--- config.mk ---
export PLATFORM = sky130hd
export DESIGN_NAME = uart_rx_fifo
export DESIGN_NICKNAME = d
export VERILOG_FILES = /design/src/rtl/uart_pkg.sv /design/src/rtl/uart_sync_fifo.sv /design/src/rtl/uart_rx_fifo.sv
export SDC_FILE = /design/constraint.sdc
export NUM_CORES = 1
export LEC_CHECK = 0
export CAP_MARGIN = 15
export CORE_MARGIN = 4
export CORE_UTILIZATION = 45
export DETAILED_ROUTE_END_ITERATION = 16
export GPL_TIMING_DRIVEN = 1
export PLACE_DENSITY_LB_ADDON = 0.15
export SYNTH_ARGS = -nofsm -noshare
export SYNTH_HDL_FRONTEND = slang
export SYNTH_SLANG_ARGS = --single-unit
--- constraint.sdc ---
create_clock -name clk -period 8.98 [get_ports clk]
set_input_delay 1.347 -clock clk [delete_from_list [all_inputs] [get_ports clk]]
set_output_delay 1.347 -clock clk [all_outputs]
set_load 0.005 [all_outputs]
--- src/rtl/uart_pkg.sv ---
// rtl/uart_pkg.sv - shared constants, receiver state type and baud divider helper
package uart_pkg;

    localparam int PAR_NONE = 0;
    localparam int PAR_ODD  = 1;
    localparam int PAR_EVEN = 2;

    typedef enum logic [2:0] {
        IDLE,
        START,
        DATA,
        PAR,
        STOP
    } rx_state_t;

    function automatic int div_calc(input int clk_hz, input int baud, input int oversample);
        return clk_hz / (baud * oversample);
    endfunction

endpackage

--- src/rtl/uart_sync_fifo.sv ---
// rtl/uart_sync_fifo.sv - show-ahead synchronous FIFO with occupancy count
module uart_sync_fifo #(
    parameter int WIDTH = 8,
    parameter int DEPTH = 16
) (
    input  logic                     clk,
    input  logic                     rstn,
    input  logic                     i_push,
    input  logic [WIDTH-1:0]         i_data,
    input  logic                     i_pop,
    output logic [WIDTH-1:0]         o_data,
    output logic                     o_full,
    output logic                     o_empty,
    output logic [$clog2(DEPTH):0]   o_count
);

    localparam int AW = $clog2(DEPTH);
    localparam int CW = AW + 1;

    logic [WIDTH-1:0] r_mem [DEPTH];
    logic [AW-1:0]    r_wptr;
    logic [AW-1:0]    r_rptr;
    logic [CW-1:0]    r_count;
    logic             w_pop;
    logic             w_push;

    assign o_full  = (r_count == CW'(DEPTH));
    assign o_empty = (r_count == '0);
    assign o_count = r_count;

    // A push into a full FIFO is legal when the head leaves in the same cycle.
    assign w_pop  = i_pop && !o_empty;
    assign w_push = i_push && (!o_full || w_pop);

    // Head is forced to zero while empty so the output is clean after reset.
    assign o_data = o_empty ? '0 : r_mem[r_rptr];

    always_ff @(posedge clk) begin
        if (!rstn) begin
            r_wptr  <= '0;
            r_rptr  <= '0;
            r_count <= '0;
        end else begin
            if (w_push) r_wptr <= r_wptr + AW'(1);
            if (w_pop)  r_rptr <= r_rptr + AW'(1);
            case ({w_push, w_pop})
                2'b10:   r_count <= r_count + CW'(1);
                2'b01:   r_count <= r_count - CW'(1);
                default: r_count <= r_count;
            endcase
        end
    end

    always_ff @(posedge clk) begin
        if (w_push) r_mem[r_wptr] <= i_data;
    end

endmodule

--- src/rtl/uart_rx_fifo.sv ---
// rtl/uart_rx_fifo.sv - oversampled UART receiver with error pulses and show-ahead receive FIFO
module uart_rx_fifo
    import uart_pkg::*;
#(
    parameter int CLK_HZ     = 100_000_000,
    parameter int BAUD       = 9600,
    parameter int OVERSAMPLE = 16,
    parameter int DATA_BITS  = 8,
    parameter int PARITY     = 0,
    parameter int FIFO_DEPTH = 16
) (
    input  logic                          clk,
    input  logic                          rstn,
    input  logic                          rxd,
    output logic [DATA_BITS-1:0]          m_data,
    output logic                          m_vld,
    input  logic                          m_rdy,
    output logic                          frame_err,
    output logic                          parity_err,
    output logic                          overrun,
    output logic [$clog2(FIFO_DEPTH):0]   fifo_count
);

    localparam int DIV = div_calc(CLK_HZ, BAUD, OVERSAMPLE);
    localparam int DW  = (DIV > 1) ? $clog2(DIV) : 1;
    localparam int SW  = $clog2(OVERSAMPLE);
    localparam int BW  = $clog2(DATA_BITS);

    logic                 r_rxd_meta;
    logic                 r_rxd_sync;
    logic [DW-1:0]        r_div_cnt;
    logic                 w_tick;

    rx_state_t            r_state;
    rx_state_t            w_state_nxt;
    logic [SW-1:0]        r_scnt;
    logic [SW-1:0]        w_scnt_nxt;
    logic [BW-1:0]        r_bcnt;
    logic [BW-1:0]        w_bcnt_nxt;
    logic [DATA_BITS-1:0] r_shreg;
    logic [DATA_BITS-1:0] w_shreg_nxt;
    logic                 r_par_bit;
    logic                 w_par_nxt;
    logic                 r_armed;

    logic                 w_par_bad;
    logic                 w_push;
    logic                 w_frame_err;
    logic                 w_parity_err;
    logic                 w_overrun;
    logic                 w_full;
    logic                 w_empty;
    logic                 w_pop;

    logic                 r_frame_err;
    logic                 r_parity_err;
    logic                 r_overrun;

    always_ff @(posedge clk) begin
        if (!rstn) begin
            r_rxd_meta <= 1'b1;
            r_rxd_sync <= 1'b1;
        end else begin
            r_rxd_meta <= rxd;
            r_rxd_sync <= r_rxd_meta;
        end
    end

    assign w_tick = (r_div_cnt == DW'(DIV - 1));

    always_ff @(posedge clk) begin
        if (!rstn)       r_div_cnt <= '0;
        else if (w_tick) r_div_cnt <= '0;
        else             r_div_cnt <= r_div_cnt + DW'(1);
    end

    // A held break must return high before another start bit is honoured.
    always_ff @(posedge clk) begin
        if (!rstn)           r_armed <= 1'b0;
        else if (w_frame_err) r_armed <= 1'b0;
        else if (r_rxd_sync) r_armed <= 1'b1;
    end

    always_comb begin
        w_par_bad = 1'b0;
        if (PARITY == PAR_ODD)       w_par_bad = ~(^{r_shreg, r_par_bit});
        else if (PARITY == PAR_EVEN) w_par_bad = ^{r_shreg, r_par_bit};
    end

    assign w_pop = m_rdy && !w_empty;

    always_comb begin
        w_state_nxt  = r_state;
        w_scnt_nxt   = r_scnt;
        w_bcnt_nxt   = r_bcnt;
        w_shreg_nxt  = r_shreg;
        w_par_nxt    = r_par_bit;
        w_push       = 1'b0;
        w_frame_err  = 1'b0;
        w_parity_err = 1'b0;
        w_overrun    = 1'b0;
        if (w_tick) begin
            case (r_state)
                IDLE: begin
                    if (r_armed && !r_rxd_sync) begin
                        w_state_nxt = START;
                        w_scnt_nxt  = '0;
                    end
                end
                START: begin
                    if (r_scnt == SW'(OVERSAMPLE / 2 - 1)) begin
                        w_scnt_nxt = '0;
                        w_bcnt_nxt = '0;
                        w_state_nxt = r_rxd_sync ? IDLE : DATA;
                    end else begin
                        w_scnt_nxt = r_scnt + SW'(1);
                    end
                end
                DATA: begin
                    if (r_scnt == SW'(OVERSAMPLE - 1)) begin
                        w_scnt_nxt  = '0;
                        w_shreg_nxt = {r_rxd_sync, r_shreg[DATA_BITS-1:1]};
                        if (r_bcnt == BW'(DATA_BITS - 1))
                            w_state_nxt = (PARITY != PAR_NONE) ? PAR : STOP;
                        else
                            w_bcnt_nxt = r_bcnt + BW'(1);
                    end else begin
                        w_scnt_nxt = r_scnt + SW'(1);
                    end
                end
                PAR: begin
                    if (r_scnt == SW'(OVERSAMPLE - 1)) begin
                        w_scnt_nxt  = '0;
                        w_par_nxt   = r_rxd_sync;
                        w_state_nxt = STOP;
                    end else begin
                        w_scnt_nxt = r_scnt + SW'(1);
                    end
                end
                STOP: begin
                    if (r_scnt == SW'(OVERSAMPLE - 1)) begin
                        w_scnt_nxt  = '0;
                        w_state_nxt = IDLE;
                        if (!r_rxd_sync)          w_frame_err  = 1'b1;
                        else if (w_par_bad)       w_parity_err = 1'b1;
                        else if (w_full && !w_pop) w_overrun   = 1'b1;
                        else                      w_push       = 1'b1;
                    end else begin
                        w_scnt_nxt = r_scnt + SW'(1);
                    end
                end
                default: w_state_nxt = IDLE;
            endcase
        end
    end

    always_ff @(posedge clk) begin
        if (!rstn) begin
            r_state      <= IDLE;
            r_scnt       <= '0;
            r_bcnt       <= '0;
            r_shreg      <= '0;
            r_par_bit    <= 1'b0;
            r_frame_err  <= 1'b0;
            r_parity_err <= 1'b0;
            r_overrun    <= 1'b0;
        end else begin
            r_state      <= w_state_nxt;
            r_scnt       <= w_scnt_nxt;
            r_bcnt       <= w_bcnt_nxt;
            r_shreg      <= w_shreg_nxt;
            r_par_bit    <= w_par_nxt;
            r_frame_err  <= w_frame_err;
            r_parity_err <= w_parity_err;
            r_overrun    <= w_overrun;
        end
    end

    assign frame_err  = r_frame_err;
    assign parity_err = r_parity_err;
    assign overrun    = r_overrun;
    assign m_vld      = !w_empty;

    uart_sync_fifo #(
        .WIDTH (DATA_BITS),
        .DEPTH (FIFO_DEPTH)
    ) u_fifo (
        .clk     (clk),
        .rstn    (rstn),
        .i_push  (w_push),
        .i_data  (r_shreg),
        .i_pop   (m_rdy),
        .o_data  (m_data),
        .o_full  (w_full),
        .o_empty (w_empty),
        .o_count (fifo_count)
    );

endmodule

# Word level (Yosys, flattened, before mapping)
# Memories as Yosys holds them, arrays and structs flattened. A register that Yosys moved wholly into a read port is not among the register bits.
# Cells that the tools add are included.
dict set report op_classes {
  add_sub_neg 7
  n_eq_ne 18
  mux 32
  bitwise 1
  reduce_logical 22
}
# operator count
set ops {}
lappend ops {{$mux 3} 9}
lappend ops {{$mux 4} 5}
lappend ops {{$pmux 3 s5} 1}
lappend ops {{$ne 2x2->1 const B} 7}
lappend ops {{$add 4x1->4 const B} 3}
lappend ops {{$mux 1} 12}
lappend ops {{$pmux 4 s3} 1}
lappend ops {{$add 10x1->10 const B} 1}
lappend ops {{$eq 10x10->1 const B} 1}
lappend ops {{$pmux 5 s2} 1}
lappend ops {{$reduce_and 5->1} 2}
lappend ops {{$mux 8} 1}
lappend ops {{$reduce_and 7->1} 1}
lappend ops {{$eq 3x2->1 const B} 2}
lappend ops {{$eq 3x3->1 const B} 2}
lappend ops {{$pmux 3 s2} 1}
lappend ops {{$reduce_and 3->1} 2}
lappend ops {{$add 5x1->5 const B} 1}
lappend ops {{$eq 5x5->1 const B} 1}
lappend ops {{$logic_not 5->1} 1}
lappend ops {{$sub 5x1->5 const B} 1}
lappend ops {{$eq 4x3->1 const B} 1}
lappend ops {{$eq 4x4->1 const B} 1}
lappend ops {{$logic_and 1x1->1} 4}
lappend ops {{other kinds (13)} 18}
dict set report word_totals {
  reg_bits 46
  ram_bits 128
  out_inout_bits 17
  wordCells 94
  mem_count 1
}
# memory depth width read_ports rd_clocked_by_memory_dff wr line
set memory_table {}
lappend memory_table {u_fifo.r_mem 16 8 1 1 1 uart_sync_fifo.sv:20} ;# logic [WIDTH-1:0] r_mem [DEPTH];

# Longest topological paths before layout
# Gate-level depths: netlist of run 1.
dict set report depth {
  depth_word 13
  ltp_mapped 16
}

# Cells and area by module
# Synthesis of run 1 repeated with hierarchy kept, for this count alone.
dict set report unflattened {
  cells_unflattened 510
  hier_area_um2 7604.8
}
# mod instances cells_per_inst area_each_um2
set modules_own_cells {}
lappend modules_own_cells {uart_sync_fifo 1 329 6049.6}
lappend modules_own_cells {uart_rx_fifo 1 181 1555.2}

# Least setup slack after synthesis of run 1
# Ideal clock, no wire load.
dict set report synth_timing {
  path_type {input to register}
  startpoint {input port m_rdy}
  endpoint {register u_fifo.r_count[2] (netlist: u_fifo.o_count[2])}
  setup_time_ns 0.070
  t_arrival_ns 3.487
  required_time_ns 8.910
  setup_slack_ns 5.423
  cell_stages 13
  path_buffers 2
  cell_sequence {nand2b_1 -> o211ai_1 -> nor2_1 -> clkbuf_1 -> inv_1 -> ha_1 -> clkbuf_1 -> xor2_1 -> ha_1 -> a21oi_1 -> xnor2_1 -> or3_1 -> a21oi_1}
}
dict set report synth_via {
  elab_chain_cells 11
}
# element line
set synth_rtl {}
lappend synth_rtl {{start: declaration} uart_rx_fifo.sv:17} ;# input logic m_rdy,
lappend synth_rtl {{$logic_and 1x1->1 *} {uart_sync_fifo.sv:32, uart_rx_fifo.sv:90}}
lappend synth_rtl {{$logic_not 1->1} uart_rx_fifo.sv:146} ;# else if (w_full && !w_pop) w_overrun = 1'b1;
lappend synth_rtl {{$logic_and 1x1->1} uart_rx_fifo.sv:146}
lappend synth_rtl {{$mux 1} uart_rx_fifo.sv:146}
lappend synth_rtl {{$mux 1} uart_rx_fifo.sv:144} ;# if (!r_rxd_sync) w_frame_err = 1'b1;
lappend synth_rtl {{$mux 1} uart_rx_fifo.sv:141} ;# if (r_scnt == SW'(OVERSAMPLE - 1)) begin
lappend synth_rtl {{$mux 1} uart_rx_fifo.sv:103} ;# case (r_state)
lappend synth_rtl {{$mux 1} uart_rx_fifo.sv:102} ;# if (w_tick) begin
lappend synth_rtl {{$logic_and 1x1->1} uart_sync_fifo.sv:33} ;# assign w_push = i_push && (!o_full || w_pop);
lappend synth_rtl {{$eq 2x1->1 / $eq 2x2->1 (equally long branches)} uart_sync_fifo.sv:46} ;# case ({w_push, w_pop})
lappend synth_rtl {{$pmux 5 s2 / $reduce_bool 2->1 (equally long branches)} -}
lappend synth_rtl {{end signal: assignment} uart_sync_fifo.sv:47} ;# 2'b10: r_count <= r_count + CW'(1);
lappend synth_rtl {{end signal: assignment} uart_sync_fifo.sv:48} ;# 2'b01: r_count <= r_count - CW'(1);
lappend synth_rtl {{end signal: assignment} uart_sync_fifo.sv:49} ;# default: r_count <= r_count;
lappend synth_rtl {{end: declaration} uart_sync_fifo.sv:23} ;# logic [CW-1:0] r_count;
# Mark *: on every way between the ends. The rest lies on a longest branch, timed or not.
# A chain may end at the register's enable or synchronous reset.

# Worst setup path in the final report of run 1
dict set report layout_timing {
  startpoint {register u_fifo.r_count[2] (netlist: u_fifo.o_count[2])}
  endpoint {output port m_data[4]}
}
dict set report layout_via {
  elab_chain_cells 2
}
# element line
set layout_rtl {}
lappend layout_rtl {{$logic_not 5->1} uart_sync_fifo.sv:28} ;# assign o_empty = (r_count == '0);
lappend layout_rtl {{$mux 8} uart_sync_fifo.sv:36} ;# assign o_data = o_empty ? '0 : r_mem[r_rptr];
lappend layout_rtl {{end: declaration} uart_rx_fifo.sv:15} ;# output logic [DATA_BITS-1:0] m_data,
# No other way between the ends.

==> impl_metrics.toml, run 1 <==
[synthesis]
synth-simple-area-share_pct = 10.3
synth_compound_area_share_pct = 5.76
ys_ff_latch = 178
yosysWarnings = 0
netlist_area_um2 = 7430
synthMuxAreaShare_pct = 12.8
synth_cell_types = 55
synth_xor_area_share_pct = 1.65
syn_nets = 519
synthFlopType = "edfxtp_1"
synthArstFlopShare_pct = 0
ys_seq_area_share_pct = 65.2
syn-mean-instance-area_um2 = 14.8
synth-edff-count = 128
synth_top_family_by_area = "multiplexers"
synth_fa_ha_area_share_pct = 2.19
syn-instance-count = 502

[setup_path]
cp.depth = 5
cp_cell_sequence = "or4_1, or2_2, nand2b_1, o22ai_1, clkdlybuf4s50_1"
reg2reg_depth = 12
crit_fanout = 11
crit_start = "u_fifo.o_count[2]$_SDFFE_PN0P_"
cp_slowest_cell = "or4_1"
max_stage_delay_ps = 620
r2r_start = "r_div_cnt[1]$_SDFF_PP0_"
worstSetupEndpointType = "output pin"
required_ps = 7630
crit_type = "register to output pin"
cp-start-kind = "register"
cp_top_family = "simple AND/OR/NAND/NOR gates"
cp_data_arrival_time_ps = 2790
cp_num_buf_inv = 1

[timing]
slew_violations = 0
tns_ps = 0
hold_viol_final = 0
min_period_over_period_pct = 46.1
fin_skew_ps = 8.09
fmax_mhz = 241
worst_pin_slew_ps = 1170
period_minus_slack_ps = 4140
maxSlewHeadroom_pct = 21.5
rsz0062_at_grt = "no"
setup_viol = 0

[pwr]
p_per_area_nw_per_um2 = 197
vdd_drop_max_mv = 0.143
p_leak_nw = 2.72
power_mw = 1.67

[placed_design]
dpl.hpwl_mm = 9.14
dp.cells = 711
port_buffers = 19
place_congestion = 0.793

[clocking]
numCtsBuffers = 17
cts_setup_buffers = 0
clk_latency_ps = 420
htree_levels = 4
cts_tree = "built"
clk_pin_slew_ps = 70
cts.sinks = 178
clockBufferDepth = 2
clock_tree.root_cell = "clkbuf_16"
cts_hold_buf = 0
ctsResizeCount = 0

[floorplanning]
die_x_um = 137
die_h_um = 137
dieArea_um2 = 18600
row_count = 46
io_pins = 21
initial_core_util_pct = 46.3
coreArea_um2 = 16100

[worst_hold_path]
worstHoldStart = "r_rxd_meta$_SDFF_PN1_"
min_path_type = "register to register"
holdPathStages = 1

[drt]
firstDrtPassIters = 5
via_per_inst = 5.66
vias = 4207
antenna_left = 0
wl_per_cell_um = 19.5
wirelength_mm = 14.5
drcViolationCount = 0
initialDrtViolationCount = 424

[cells_and_area]
final_util_pct = 52.7
antenna_cells = 0
n_fill_cell = 1322
finalNetCount = 531
mostFrequentLayoutCells = "edfxtp_1, dfxtp_1, mux4_2"
layout_commonest_cell = "edfxtp_1"
drive_gt1_share_pct = 14.6
syn_to_final_growth_pct = 13.8
fin_cells = 743

[global_route]
grt_max_degree = 33
gr-total-overflow = 0
grt_pass1_wl_mm = 23.1
grt_pass1_vias = 4208
grt_use_total_pct = 16.7
antenna_found_initial = 0

[flow_run]
max_cap_violations = 0

[run_status]
outcome = "completed"
==> layout make-up <==
type                       count  area [µm²]  share of cell area (%)
clock buffer                  17         425                    5.03
clock inverter                15         204                    2.41
inverter                       9        33.8                   0.399
multi-input combinational    285        2440                    28.8
sequential                   178        4850                    57.3
tap                          216         270                    3.20
timing repair buffer          23         240                    2.84
==> worst paths after layout <==
kind	slack [ps]	to
hold reg to reg	410	r_rxd_sync$_SDFF_PN1_
setup / recovery	4840	m_data[4]
hold / removal	410	r_rxd_sync$_SDFF_PN1_
setup reg to reg	5170	u_fifo.o_count[2]$_SDFFE_PN0P_
==> layer usage <==
layer / vias up / share of wire [%] / GRT usage (%)
li1: 1985 / - / -
met1: 2117 / 46 / 22.7
met2: 94 / 49 / 26.5
met3: 11 / 3.8 / 3.86
met4: 0 / 1.1 / 5.82
met5: - / 0 / 0
==> synthesized netlist by cell type, types with 9 or more instances <==
cell	count	area (µm²)
edfxtp_1	128	3840
a21oi_1	20	100
nand3_1	19	95.1
o22ai_1	9	56.3
o21ai_0	18	90.1
mux4_2	32	721
ha_1	13	163
dfxtp_1	50	1000
inv_1	9	33.8
clkbuf_1	19	71.3
nor2_1	24	90.1
mux2i_1	23	230
and3_1	11	68.8
xor2_1	12	105
nand2_1	14	52.6
==> flip-flops by register name, indices dropped and copies added (netlist names), named ones only <==
| register | count |
|---|---|
| u_fifo.r_mem | 128 |
| r_div_cnt | 10 |
| r_shreg | 8 |
| u_fifo.o_count | 5 |
| r_scnt | 4 |
| u_fifo.r_rptr | 4 |
| u_fifo.r_wptr | 4 |
| r_bcnt | 3 |
| r_state | 3 |
| frame_err | 1 |
| overrun | 1 |
| r_armed | 1 |
| r_rxd_meta | 1 |
| r_rxd_sync | 1 |
==> power breakdown <==
group / total (mW) / internal (mW) / switching (mW)
clock network: 0.784 / 0.468 / 0.316
logic: 0.00938 / 0.00340 / 0.00598
registers: 0.873 / 0.870 / 0.00238
total: 1.67 / 1.34 / 0.324
==> per-stage QoR <==
step           cell area (µm²)  hold slack, ps  worst slack (ps)
4_1_cts                   8460             415              4800
5_1_grt                   8460             439              4700
3_3_place_gp              7800             390              4720
3_5_place_dp              7830             398              4600
6_report                  8460             411              4840
2_1_floorplan             7430             386              5420
==> worst reg2reg max path: cells and delay by family, from the launching register on <==
family | cells | cell delay [ps]
AOI/OAI and AO/OA | 2 | 390
xor gates and xnor gates | 2 | 310
adders and majority gates | 3 | 740
buffers and inverters | 1 | 140
DFF | 1 | 420
and+or+nand+nor | 4 | 1750
==> logic make-up (layout without fill, tap and decap cells) <==
group	count (synthesis)	count (layout)
buffers and inverters	39	64
adder cells (fa/ha/maj)	13	13
AO/OA/AOI/OAI	71	71
flip-flops	178	178
XOR/XNOR	14	14
other	1	1
multiplexers	55	55
AND/OR/NAND/NOR	131	131
Note: power is estimated with default switching activity, not from simulation.
==> inputs of run 2 (changes only) <==
==> constraint.sdc (replaced) <==
create_clock -name clk -period 4.2 [get_ports clk]
set_input_delay 0.63 -clock clk [delete_from_list [all_inputs] [get_ports clk]]
set_output_delay 0.63 -clock clk [all_outputs]
set_load 0.005 [all_outputs]
==> impl_metrics.toml, run 2 (same netlist as run 1, synthesis figures left out) <==
[timing]
slew_violations = 0
hold_viol_final = 0
maxSlewHeadroom_pct = 34.6
min_period_over_period_pct = 81.7
rsz0062_at_grt = "no"
worst_pin_slew_ps = 980
fmax_mhz = 291
period_minus_slack_ps = 3430
tns_ps = 0
setup_viol = 0
fin_skew_ps = 7.36

[drt]
vias = 4240
drcViolationCount = 0
via_per_inst = 5.65
wirelength_mm = 14.8
wl_per_cell_um = 19.8
met1_length_mm = 6.98
firstDrtPassIters = 4
wl_met3_um = 642
highest_layer = "met4"
initialDrtViolationCount = 274
dr_wl_met2_mm = 7.01
antenna_left = 0

[cells_and_area]
layout_commonest_cell = "edfxtp_1"
top_regs = "u_fifo.r_mem x128, r_div_cnt x10, r_shreg x8"
syn_to_final_growth_pct = 13.6
fin_cells = 750
finalNetCount = 538
top_register = "u_fifo.r_mem"
antenna_cells = 0
final_util_pct = 52.6
largest_reg_flops = 128
mostFrequentLayoutCells = "edfxtp_1, dfxtp_1, mux4_2"
drive_gt1_share_pct = 15.4

[clocking]
cts_hold_buf = 0
clk_pin_slew_ps = 60
clk_latency_ps = 420
htree_levels = 4
clockBufferDepth = 2
ctsResizeCount = 0
cts_setup_buffers = 0
cts.sinks = 178
clock_tree.root_cell = "clkbuf_16"
cts_tree = "built"
numCtsBuffers = 17

[setup_path]
worstSetupEndpointType = "output pin"
cp_data_arrival_time_ps = 2800
cp_num_buf_inv = 1
crit_fanout = 11
required_ps = 3570
cp_cell_sequence = "or4_1, or2_2, nand2b_1, o22ai_1, clkdlybuf4s50_1"
cp_top_family = "simple AND/OR/NAND/NOR gates"
max_stage_delay_ps = 620
cp-start-kind = "register"
crit_type = "register to output pin"
cp_slowest_cell = "or4_1"

[flow_run]
max_cap_violations = 0

[placed_design]
place_congestion = 0.833
dpl.hpwl_mm = 9.39
dp.cells = 717
port_buffers = 19

[floorplanning]
dieArea_um2 = 18600
die_x_um = 137
die_h_um = 137
initial_core_util_pct = 46.3
coreArea_um2 = 16100
row_count = 46
io_pins = 21

[run_status]
outcome = "completed"

[pwr]
p_leak_nw = 2.74
p_per_area_nw_per_um2 = 411
vdd_drop_max_mv = 0.291

[global_route]
grt_pass1_vias = 4251
gr-total-overflow = 0
antenna_found_initial = 0
grt_use_total_pct = 17.1
grt_pass1_wl_mm = 23.6
grt_max_degree = 33

[worst_hold_path]
min_path_type = "register to register"
run 2: changes by cell type in the layout (fill, tap and decap cells not counted), sizes merged:
cell,change
buf,+6
bufinv,-1
clkbuf,+2
clkinv,+4
clkinvlp,-1
inv,-3
run 2: stage by stage:
step,area [µm²],hold WS [ps],total power [mW],setup WS [ps]
2_1_floorplan,7430,386,1.92,1020
3_3_place_gp,7850,392,1.92,863
3_5_place_dp,7850,398,1.93,754
4_1_cts,8440,414,3.50,721
5_1_grt,8450,453,3.59,601
6_report,8450,407,3.47,767
run 2: worst register-to-register path: stages, from the launching register on:
cell      delay [ps]
dfxtp_1          410
ha_1             200
nand3b_1         120
or4_1            480
buf_4            210
nor2_1           110
buf_4            170
inv_1             70
ha_1             300
xor2_1           180
ha_1             200
a21oi_1          230
xnor2_1          110
or3_1            310
a21oi_1          140
run 2: final cells by class:
type,instances,area (µm²)
Inverter,9,33.8
Sequential cell,178,4850
Fill cell,1307,7610
Timing Repair Buffer,30,270
Clock inverter,14,164
Clock buffer,18,429
Multi-Input combinational cell,285,2430
Tap cell,216,270
run 2: layer usage:
metal / vias up / global-route usage [%]
li1: 2000 / -
met1: 2135 / 24.0
met2: 89 / 26.6
met3: 16 / 3.79
met4: 0 / 5.49
met5: - / 0
run 2: worst paths after layout:
path,start,endpoint,slack [ps],depth (start not counted)
setup / recovery,u_fifo.o_count[2]$_SDFFE_PN0P_,m_data[4],770,5
hold / removal,r_rxd_meta$_SDFF_PN1_,r_rxd_sync$_SDFF_PN1_,410,1
setup reg to reg,r_div_cnt[1]$_SDFF_PP0_,u_fifo.o_count[2]$_SDFFE_PN0P_,870,14
hold reg to reg,r_rxd_meta$_SDFF_PN1_,r_rxd_sync$_SDFF_PN1_,410,1
run 2: where the power goes:
| part | internal [mW] | switching [mW] | total (mW) |
|---|---|---|---|
| clock | 0.933 | 0.650 | 1.58 |
| combinational | 0.00789 | 0.0132 | 0.0211 |
| sequential | 1.86 | 0.00486 | 1.87 |
| total | 2.80 | 0.668 | 3.47 |
==> inputs of run 3 (changes only) <==
==> constraint.sdc (replaced) <==
create_clock -name clk -period 3.25 [get_ports clk]
set_input_delay 0.4875 -clock clk [delete_from_list [all_inputs] [get_ports clk]]
set_output_delay 0.4875 -clock clk [all_outputs]
set_load 0.005 [all_outputs]
==> impl_metrics.toml, run 3 (same netlist as run 1, synthesis figures left out) <==
[timing]
rsz0062_at_grt = "no"
worst_pin_slew_ps = 756
tns_ps = 0
finalHoldWorstSlack_ps = 411
fmax_mhz = 320
setup_ws_ps = 122
slew_violations = 0
hold_viol_final = 0
min_period_over_period_pct = 96.2
period_minus_slack_ps = 3130
setup_viol = 0
maxSlewHeadroom_pct = 49.1
fin_skew_ps = 7.88

[drt]
via_per_inst = 5.65
initialDrtViolationCount = 218
drcViolationCount = 0
firstDrtPassIters = 6
wl_per_cell_um = 19.7
vias = 4257
wirelength_mm = 14.8
antenna_left = 0

[clocking]
numCtsBuffers = 17
htree_levels = 4
cts_hold_buf = 0
clockBufferDepth = 2
cts_tree = "built"
cts.sinks = 178
clock_tree.root_cell = "clkbuf_16"
clk_pin_slew_ps = 70
clk_latency_ps = 420

[global_route]
grt_use_total_pct = 17.0
antenna_found_initial = 0
gr-total-overflow = 0
grt_pass1_wl_mm = 23.6
grt_max_degree = 33
grt_pass1_vias = 4350

[cells_and_area]
layout_commonest_cell = "edfxtp_1"
register_area_um2 = 4850
drive_gt1_share_pct = 16.0
syn_to_final_growth_pct = 15.1
mostFrequentLayoutCells = "edfxtp_1, dfxtp_1, mux4_2"
top_register = "u_fifo.r_mem"
multiInputGateArea_um2 = 2440
antenna_cells = 0
n_fill_cell = 1306
largest_reg_flops = 128
final_util_pct = 53.3
finalNetCount = 542
top_regs = "u_fifo.r_mem x128, r_div_cnt x10, r_shreg x8"

[floorplanning]
die_x_um = 137
dieArea_um2 = 18600
die_h_um = 137
initial_core_util_pct = 46.3
coreArea_um2 = 16100
row_count = 46
io_pins = 21

[setup_path]
crit_type = "register to output pin"
max_stage_delay_ps = 650
required_ps = 2760
cp_data_arrival_time_ps = 2640
cp_slowest_cell = "or4_1"
cp_cell_sequence = "or4_1, or2_2, nand2b_2, o22ai_1, clkdlybuf4s50_1"
cp-start-kind = "register"
worstSetupEndpointType = "output pin"
crit_fanout = 8

[run_status]
outcome = "completed"

[placed_design]
dpl.hpwl_mm = 9.25
port_buffers = 19
pre_cts_ws_ps = 258
place_congestion = 0.855

[worst_hold_path]
min_path_type = "register to register"

[pwr]
vdd_drop_max_mv = 0.348
power_mw = 4.65
p_leak_nw = 2.78
p_per_area_nw_per_um2 = 544

[flow_run]
max_cap_violations = 0
-- run 3: layout make-up --
class,count,share of cell area (%)
well taps,216,3.16
repair buffers,34,3.83
inverters,9,0.395
multi-input cells,285,28.5
clock inverters,13,2.41
flip-flops and latches,178,56.6
clock buffers,19,5.06
-- run 3: stage by stage --
step                      area [µm²]  instances
after floorplan                 7430        502
after global placement          7910        722
after detailed placement        7910        722
final                           8550        754
after CTS                       8550        754
after global routing            8550        754
-- run 3: power breakdown --
group          internal (mW)  leakage [nW]  switching [mW]
Combinational         0.0110         0.888          0.0168
Clock                   1.37         0.302           0.847
Sequential              2.40          1.59         0.00628
Total                   3.78          2.78           0.870
-- run 3: what timing repair did --
action / 4_1_cts / 5_1_grt
setup buffers: 0 / 0
gates resized for setup: 2 / 0
endpoints found under the hold margin: 0 / 0
endpoints found under the setup margin: 4 / 0
-- run 3: worst max-delay path: cells and delay by family (launching register included) --
family | cells | cell delay (ps)
and+or+nand+nor | 3 | 1220
AOI/OAI and AO/OA | 1 | 140
DFF | 1 | 390
buffers and inverters | 1 | 460
-- run 3: path summary, 6_finish.rpt --
path,startpoint,to,slack (ps),cells after the start
worst max-delay path,u_fifo.o_count[1]$_SDFFE_PN0P_,m_data[3],120,5
worst min-delay path,r_rxd_meta$_SDFF_PN1_,r_rxd_sync$_SDFF_PN1_,410,1
worst max register to register,r_div_cnt[1]$_SDFF_PP0_,u_fifo.o_count[2]$_SDFFE_PN0P_,280,12
worst min register to register,r_rxd_meta$_SDFF_PN1_,r_rxd_sync$_SDFF_PN1_,410,1
-- run 3: layer usage --
| metal | global-route usage, % | vias to the layer above | routed length, µm |
|---|---|---|---|
| met5 | 0 | - | 0 |
| met1 | 22.4 | 2162 | 6740 |
| met4 | 6.33 | 0 | 198 |
| met2 | 28.0 | 83 | 7360 |
| met3 | 3.57 | 15 | 527 |
| li1 | - | 1997 | - |
